[src/rtl/w1_fetch.sv]
// w1_fetch: streams KSIZE conv1 kernel taps from six shared-address weight ROMs.
// Latency: with w_ready high, first w_valid 3 cycles after the start cycle, then one tap per cycle.
// Backpressure: a 2-entry skid FIFO plus one read in flight; address issue stalls so the FIFO never overflows.
//
// Ports:
//   clk, rst                 single clock, synchronous active-high reset
//   start / busy / done      run request, run-in-progress flag, one-cycle completion pulse
//   w1_raddr                 shared ROM address (driven in the issue cycle, holds otherwise)
//   w1_1_rdata..w1_6_rdata   registered ROM data, valid one cycle after the address
//   w_valid / w_ready        weight word handshake
//   w_data / w_idx / w_last  {w1_6..w1_1} for one tap, its index, last-tap flag
module w1_fetch #(
  parameter int KSIZE = 25
) (
  input  logic        clk,
  input  logic        rst,
  input  logic        start,
  output logic        busy,
  output logic        done,
  output logic [4:0]  w1_raddr,
  input  logic [7:0]  w1_1_rdata,
  input  logic [7:0]  w1_2_rdata,
  input  logic [7:0]  w1_3_rdata,
  input  logic [7:0]  w1_4_rdata,
  input  logic [7:0]  w1_5_rdata,
  input  logic [7:0]  w1_6_rdata,
  output logic        w_valid,
  input  logic        w_ready,
  output logic [47:0] w_data,
  output logic [4:0]  w_idx,
  output logic        w_last
);

  localparam logic [4:0] LAST_IDX = 5'(KSIZE - 1);

  typedef enum logic [1:0] {IDLE, FETCH, DRAIN} state_t;

  state_t      state;
  logic [4:0]  cnt;        // next tap address to issue
  logic [4:0]  raddr_q;    // last issued address; also the tag of the read in flight
  logic        inflight;   // an address was issued last cycle, data lands this cycle

  logic [47:0] fifo_dat [2];
  logic [4:0]  fifo_idx [2];
  logic        wr_ptr;
  logic        rd_ptr;
  logic [1:0]  fifo_count;

  logic        pop;
  logic        push;
  logic        issue;
  logic [2:0]  occupancy;

  assign pop  = w_valid & w_ready;
  assign push = inflight;

  // Entries that will be held once everything already requested has landed.
  // pop implies fifo_count >= 1, so this never goes negative.
  assign occupancy = {1'b0, fifo_count} + {2'b00, inflight} - {2'b00, pop};
  assign issue     = (state == FETCH) && (occupancy < 3'd2);

  // The address goes out in the issue cycle so the registered ROM answers in
  // the very next cycle, which is when the FIFO write happens.
  assign w1_raddr = issue ? cnt : raddr_q;

  assign w_valid = (fifo_count != 2'd0);
  assign w_data  = fifo_dat[rd_ptr];
  assign w_idx   = fifo_idx[rd_ptr];
  assign w_last  = w_valid && (fifo_idx[rd_ptr] == LAST_IDX);

  always_ff @(posedge clk) begin
    if (rst) begin
      state       <= IDLE;
      cnt         <= 5'd0;
      raddr_q     <= 5'd0;
      inflight    <= 1'b0;
      wr_ptr      <= 1'b0;
      rd_ptr      <= 1'b0;
      fifo_count  <= 2'd0;
      fifo_dat[0] <= 48'd0;
      fifo_dat[1] <= 48'd0;
      fifo_idx[0] <= 5'd0;
      fifo_idx[1] <= 5'd0;
      busy        <= 1'b0;
      done        <= 1'b0;
    end else begin
      done     <= 1'b0;
      inflight <= issue;

      if (issue) begin
        cnt     <= cnt + 5'd1;
        raddr_q <= cnt;
      end

      if (push) begin
        fifo_dat[wr_ptr] <= {w1_6_rdata, w1_5_rdata, w1_4_rdata,
                             w1_3_rdata, w1_2_rdata, w1_1_rdata};
        fifo_idx[wr_ptr] <= raddr_q;
        wr_ptr           <= ~wr_ptr;
      end
      if (pop) begin
        rd_ptr <= ~rd_ptr;
      end
      fifo_count <= fifo_count + {1'b0, push} - {1'b0, pop};

      case (state)
        IDLE: begin
          if (start) begin
            cnt   <= 5'd0;
            busy  <= 1'b1;
            state <= FETCH;
          end
        end
        FETCH: begin
          if (issue && (cnt == LAST_IDX)) begin
            state <= DRAIN;
          end
        end
        DRAIN: begin
          // The last tap can only be popped here: its data lands in the
          // first DRAIN cycle at the earliest.
          if (pop && w_last) begin
            busy  <= 1'b0;
            done  <= 1'b1;
            state <= IDLE;
          end
        end
        default: state <= IDLE;
      endcase
    end
  end

endmodule

[config.mk]
export PLATFORM = sky130hd
export DESIGN_NAME = w1_fetch
export DESIGN_NICKNAME = d
export VERILOG_FILES = /design/src/rtl/w1_fetch.sv
export SDC_FILE = /design/constraint.sdc
export NUM_CORES = 1
export LEC_CHECK = 0
export CORE_MARGIN = 10
export CORE_UTILIZATION = 30
export DETAILED_ROUTE_END_ITERATION = 16
export SYNTH_ARGS = -nofsm -noshare
export SYNTH_HDL_FRONTEND = slang
export SYNTH_SLANG_ARGS = --single-unit
[constraint.sdc]
create_clock -name clk -period 2.5 [get_ports clk]
set_input_delay 0.5 -clock clk [delete_from_list [all_inputs] [get_ports clk]]
set_output_delay 0.5 -clock clk [all_outputs]
set_load 0.05 [all_outputs]
Yosys cells after proc, flatten, opt, wreduce, memory -nomap -nowiden
Memory sizes are Yosys's and may differ from the RTL's. A register that Yosys moved wholly into a read port is not among the register bits.
Index checks and enable logic that the tools add are counted.
- $lt $le $gt $ge: 1
- $add $sub $neg: 5
- equal/unequal tests: 7
- reductions and logical operators: 12
- mux-type cells: 27
- bitwise operators: 4
- operators with widths (operator ; number):
    48-bit two-way mux ; 1
    48-bit OR reduction ; 1
    5-bit two-way mux ; 5
    1-bit two-way mux ; 16
    5-bit == test, second input constant ; 2
    2-bit two-way mux ; 3
    2-bit case mux with 3 select lines ; 1
    3-bit AND reduction ; 2
    5-bit by 1-bit adder with 5-bit output, second input constant ; 1
    5-bit OR reduction ; 1
    1-bit logical AND ; 4
    2-bit inequality test, second input constant ; 2
    2-bit nonzero test ; 2
    2-bit by 1-bit adder with 3-bit output ; 1
    3-bit by 2-bit < comparator with 1-bit output, second input constant ; 1
    1-bit NOT ; 3
    3-bit by 1-bit subtractor with 3-bit output ; 1
    2-bit by 1-bit adder with 2-bit output ; 1
    2-bit by 1-bit == test with 1-bit output, second input constant ; 1
    2-bit == test, second input constant ; 1
    2-bit zero test ; 1
    2-bit by 1-bit inequality test with 1-bit output, second input constant ; 1
    1-bit case mux with 2 select lines ; 1
    2-bit OR reduction ; 1
    other kinds (2) ; 2
- memories: 2
- RAM bits: 106
- bits in registers: 19
- output and inout port bits: 62
- bits of input ports: 52
- logic and storage cells: 67
- memory list (memory ; words ; bits a word ; rd ports ; clocked after Yosys merged registers in ; wr ports ; line ; source):
    fifo_dat ; 2 ; 48 ; 1 ; 1 ; 2 ; 43 ; logic [47:0] fifo_dat [2];
    fifo_idx ; 2 ; 5 ; 1 ; 1 ; 2 ; 44 ; logic [4:0] fifo_idx [2];

Logic depth before layout (Yosys ltp)
- word-level depth: 8
- gate-level depth with buffers: 10
- mapped depth without buffers: 9

Worst setup path before layout
Ideal clock, no wire load.
- path kind: input port to output port
- start point: input port w_ready
- end point: output port w1_raddr[0]
- arrival time: 2.504 ns
- data required time: 2.000 ns
- buffers on the path: 1
- stages on the path: 10
- slack: -0.504 ns
- path through: o21a_1 -> ha_1 -> inv_1 -> ha_1 -> inv_1 -> fa_1 -> and3b_1 -> clkbuf_1 -> nand3_1 -> nand2_1
- word-level cells in the longest chain between the ends: 5
- ends and longest elaborated chain (item ; line ; source):
    start, declared ; 28 ; input logic w_ready,
    1-bit AND ; 54 ; assign pop = w_valid & w_ready;
    3-bit by 1-bit subtractor with 3-bit output ; 59 ; assign occupancy = {1'b0, fifo_count} + {2'b00, inflight} - {2'b00, pop};
    3-bit by 2-bit < comparator with 1-bit output ; 60 ; assign issue = (state == FETCH) && (occupancy < 3'd2);
    1-bit logical AND ; 60 ;
    5-bit two-way mux ; n/a ;
    end, declared ; 20 ; output logic [4:0] w1_raddr,
Every way passes these cells.

Worst setup path after layout
- start point: register fifo_count[1]
- end point: output port w1_raddr[3]
- word-level cells in the longest chain between the ends: 6
- elaborated cells between the ends (all ways): 7
- classes of those cells: 2 x add/sub; 1 x order compare; 1 x mux; 1 x bitwise; 2 x reduce/logical
- ends and longest elaborated chain (item ; line ; source):
    start, declared ; 47 ; logic [1:0] fifo_count;
    start signal, assigned ; 104 ; fifo_count <= fifo_count + {1'b0, push} - {1'b0, pop};
    2-bit nonzero test ; 66 ; assign w_valid = (fifo_count != 2'd0);
    1-bit AND ; 54 ;
    named net pop ; 49 ; logic pop;
    3-bit by 1-bit subtractor with 3-bit output ; 59 ;
    3-bit by 2-bit < comparator with 1-bit output ; 60 ;
    1-bit logical AND ; 60 ;
    5-bit two-way mux ; n/a ;
The timed path passes the listed nets, and every way through them passes these cells.

==> impl.org <==
** Placement
- Input and output buffers added on the ports amount to roughly 110.
- Placed cell count :: about 730
- Placed Instance Area :: 7230 sq um
- Half-perimeter wire length after detailed placement :: ~9000 microns
- Routability-driven placement finished with a final weighted congestion of 0.766.

** Yosys
- By instance count, the leading cell after synthesis is and2_1.
- Number of flops mapped to enable cells by yosys :: 106
- Of the post-synthesis cell area, the dominant cell type holds 0.574.
- The Yosys step of the flow raised 0 warnings.
- Mean post-synth cell area :: ~14 sq um
- Count of mapped cells out of synthesis :: 394
- Post-synthesis cell area :: between 5000 and 6000 sq um
- When the netlist entered floorplanning its net count stood at between 400 and 500.
- Part of the Yosys area used for sequential elements :: 0.646
- Synth top area cells :: edfxtp_1 (57%), and2_1 (12%), mux2_2 (11%), dfxtp_1 (7.2%), a21oi_1 (0.99%)
- edfxtp_1 takes more of the synthesized area than any other cell.
- Yosys cell types :: 39
- Async set or reset register ratio after synthesis :: 0
- Post-synthesis sequential element count :: 126
- Most frequent cells after synthesis :: and2_1 (107), edfxtp_1 (106), mux2_2 (53), dfxtp_1 (20), a21oi_1 (11)
- Most used flip-flop cell after synthesis :: edfxtp_1

** Die
- The floorplan step defined a die boundary enclosing ~24000 sq um.
- In this run the vertical extent of the chip is between 150 and 200 microns.
- The initialized floorplan defines 49 standard-cell rows.
- Initial Util :: 0.307
- The die is between 150 and 200 microns wide.
- Area of the placeable core :: around 18000 sq um
- Count of pins on the block boundary :: 114

** Power and ir drop
- The worst-case IR drop observed on VDD is 764 uV.
- The analysis attributes to net switching a power of ~2.9 mW.
- The share of total power dissipated in sequential elements is 0.321.
- For this design the ratio of total power to cell area is ~1000 nW/um^2.
- Cell internal power was estimated by the tool at ~5.5 mW.
- The share of total power dissipated in combinational logic is 0.368.
- Share of total power in the clock network :: 0.311
- The analysis attributes to cell leakage a power of 3.08 nW.
- Sw frac :: 0.346

** STA
- Setup repair after global routing could not meet its margin everywhere.
- The tightest hold path in the finished design has a slack of ~0.52 ns.
- For the final database, setup skew stands at ~0.0061 ns.
- For the pin with the worst max-slew slack, the measured transition is around 0.53 ns.
- Time the worst path needs with I/O delays and setup :: 3.23 ns
- Final setup violation count :: 10
- The worst pin sits at a relative slew slack of 0.647.
- The final count of pins violating max slew was 0.
- Sum of negative setup slack :: -4.18 ns
- Once routing completed, OpenROAD measured the worst setup slack at -0.735 ns.
- Final count of hold timing violations :: 0
- Final clock period utilization by the worst path :: 1.29
- Peak Freq :: just over 0.3 GHz

** Run
- The tool flagged a number of max-cap violations equal to 0.

** Clock tree
- After clock tree synthesis, the clock-pin slew on the worst setup and hold paths is about 0.060 ns.
- Counting the buffers created by CTS gives 17.
- In this run the number of H-tree levels came out at 4.
- Number of clock sinks seen by CTS :: between 100 and 150
- CTS tree :: yes
- At the later pin of the worst-skew pair, clock insertion delay measures ~0.4 ns.
- CTS max path bufs :: 2
- The root buffer cell chosen for the clock tree is clkbuf_16.
- Number of buffers inserted by hold repair at cts :: 0

** Finish
- Number of fill cells :: 1630
- Once layout is done, the placed cells without fillers occupy roughly 8000 sq um.
- In the final layout, the share of cells above drive strength 1 is 0.391.
- After the last flow step, the layout net total stands at approximately 590.
- Compared with the post-synthesis result, the final layout area differs by 45.1%.
- Non-filler cells, final :: 775

** Route
- The detailed router placed 3501 vias in this run.
- Routed wirelength normalized by instance count :: 17.6 microns
- Via density per instance :: between 4 and 5
- For this run, design rule violations remaining after detail routing come to 0.
- In this run, the number of DRC markers left after iteration 0 of detailed routing was between 100 and 150.
- The first detailed-routing pass ran for 6 iterations.
- Remaining antenna violation count :: 0
- Summed over all layers, the routed wires come to between 10000 and 15000 microns.

** Hold path
- The worst hold path begins at state[1].
- Class of the tightest hold or removal check :: register to register

** Global routing
- Entering global routing, the biggest net connects 44 pins.
- Number of global-route vias before repair :: approximately 3800
- GRT Util Overall :: 0.113
- Antenna violations before repair :: 1
- Wire length of the first global-routing pass :: between 20000 and 25000 microns
- After global routing the overflow that remains totals 0.

** Critical path
- For the worst setup path, the data required time is about 2.0 ns.
- CP Cell Sequence :: o21a_1, ha_1, inv_1, ha_2, inv_2, fa_2, and3b_2, buf_12, nand3_4, nand2_8, buf_12
- FF-to-FF Start :: fifo_count[1]
- Worst setup path class :: register to output pin
- Cell at the slowest stage of the critical path :: fa_2
- The cell that appears most often on the critical path is buf_12.
- The worst setup path is launched from a register.
- Broken down by cell family, the worst path's largest delay share belongs to adder cells.
- Together, buffers and inverters on the worst path number 4.
- The most critical setup path has its startpoint at fifo_count[1].
- Worst path max stage delay :: 0.57 ns
- For the worst setup path, the data arrival time is 2.73 ns.
- Max Fanout on Critical Path :: 6
- Type of element capturing the critical path :: output pin

** Run status
- Failing checks :: setup timing
- Status :: finished with violations
## routing by layer
layer,track usage,part of all wire,vias to the layer above
met4,0.0409,0.010,0
met1,0.131,0.42,1716
met3,0.0477,0.065,11
met2,0.184,0.50,78
met5,0,0,-
li1,-,-,1696
## final cells by class
cell class              instances  area [sq um]  area share
diodes                          1          2.50    0.000311
clock buffers                  20           467      0.0580
clock inverters                12           165      0.0205
inverters                       8          30.0     0.00373
multi-input cells             239          2140       0.266
flip-flops and latches        126          3590       0.446
well taps                     229           287      0.0356
repair buffers                140          1370       0.170
## state kept, by name, summed over array words and instances (netlist names), named ones only
register / flops
inflight: 1
done: 1
fifo_count: 2
cnt: 5
fifo_idx: 10
raddr_q: 5
state: 2
rd_ptr: 1
busy: 1
fifo_dat: 96
wr_ptr: 1
## path summary, 6_finish.rpt
kind,end,cells past startpoint,slack [ns]
worst max-delay path,w1_raddr[3],11,-0.73
worst min-delay path,state[0],1,0.52
worst max register to register,cnt[4],10,-0.21
worst min register to register,state[0],1,0.52
## power by group through the flow
stage                     sequential, mW  combinational (mW)  clock [mW]
after floorplan                     2.68                2.02           0
after global placement              2.72                2.94           0
after detailed placement            2.73                2.96           0
after CTS                           2.69                3.02        2.67
after global routing                2.72                3.25        2.78
final                               2.69                3.08        2.61
## placed cells by master (no fill, tap or decap), types with 3 or more instances in the layout
cell	n
bufinv_16	4
inv_1	7
clkinv_2	3
dfxtp_1	17
nand2_8	5
ha_1	3
buf_6	6
clkbuf_16	17
nand3_1	3
and2_1	107
a21oi_2	6
dlygate4sd2_1	3
nand3_4	5
o21ai_4	5
or4_4	3
buf_4	65
clkdlybuf4s50_1	53
mux2_2	53
buf_12	12
clkinvlp_4	3
nor2_1	6
clkbuf_8	3
a21oi_1	5
edfxtp_1	106
## metrics by stage
step / util / setup WS (ns) / power [mW]
floorplan: - / -0.280 / 4.71
global placement: 0.400 / -0.845 / 5.65
detailed placement: 0.400 / -0.888 / 5.69
CTS: 0.438 / -0.749 / 8.38
global route: 0.445 / -0.871 / 8.74
finish: 0.445 / -0.735 / 8.38
## timing repair
action,4_1_cts,5_1_grt
setup endpoints to repair,44,12
resized for setup,13,20
buffers inserted,3,5
pin swaps,20,5
## kinds of logic after synthesis
group / Yosys count / share of synthesized area
flops: 126 / 0.646
buf+inv: 29 / 0.0232
fa+ha+maj: 5 / 0.0126
compound gates: 30 / 0.0345
mux: 53 / 0.108
simple gates: 147 / 0.169
xor+xnor: 4 / 0.00632
Note: power is estimated with default switching activity, not from simulation.
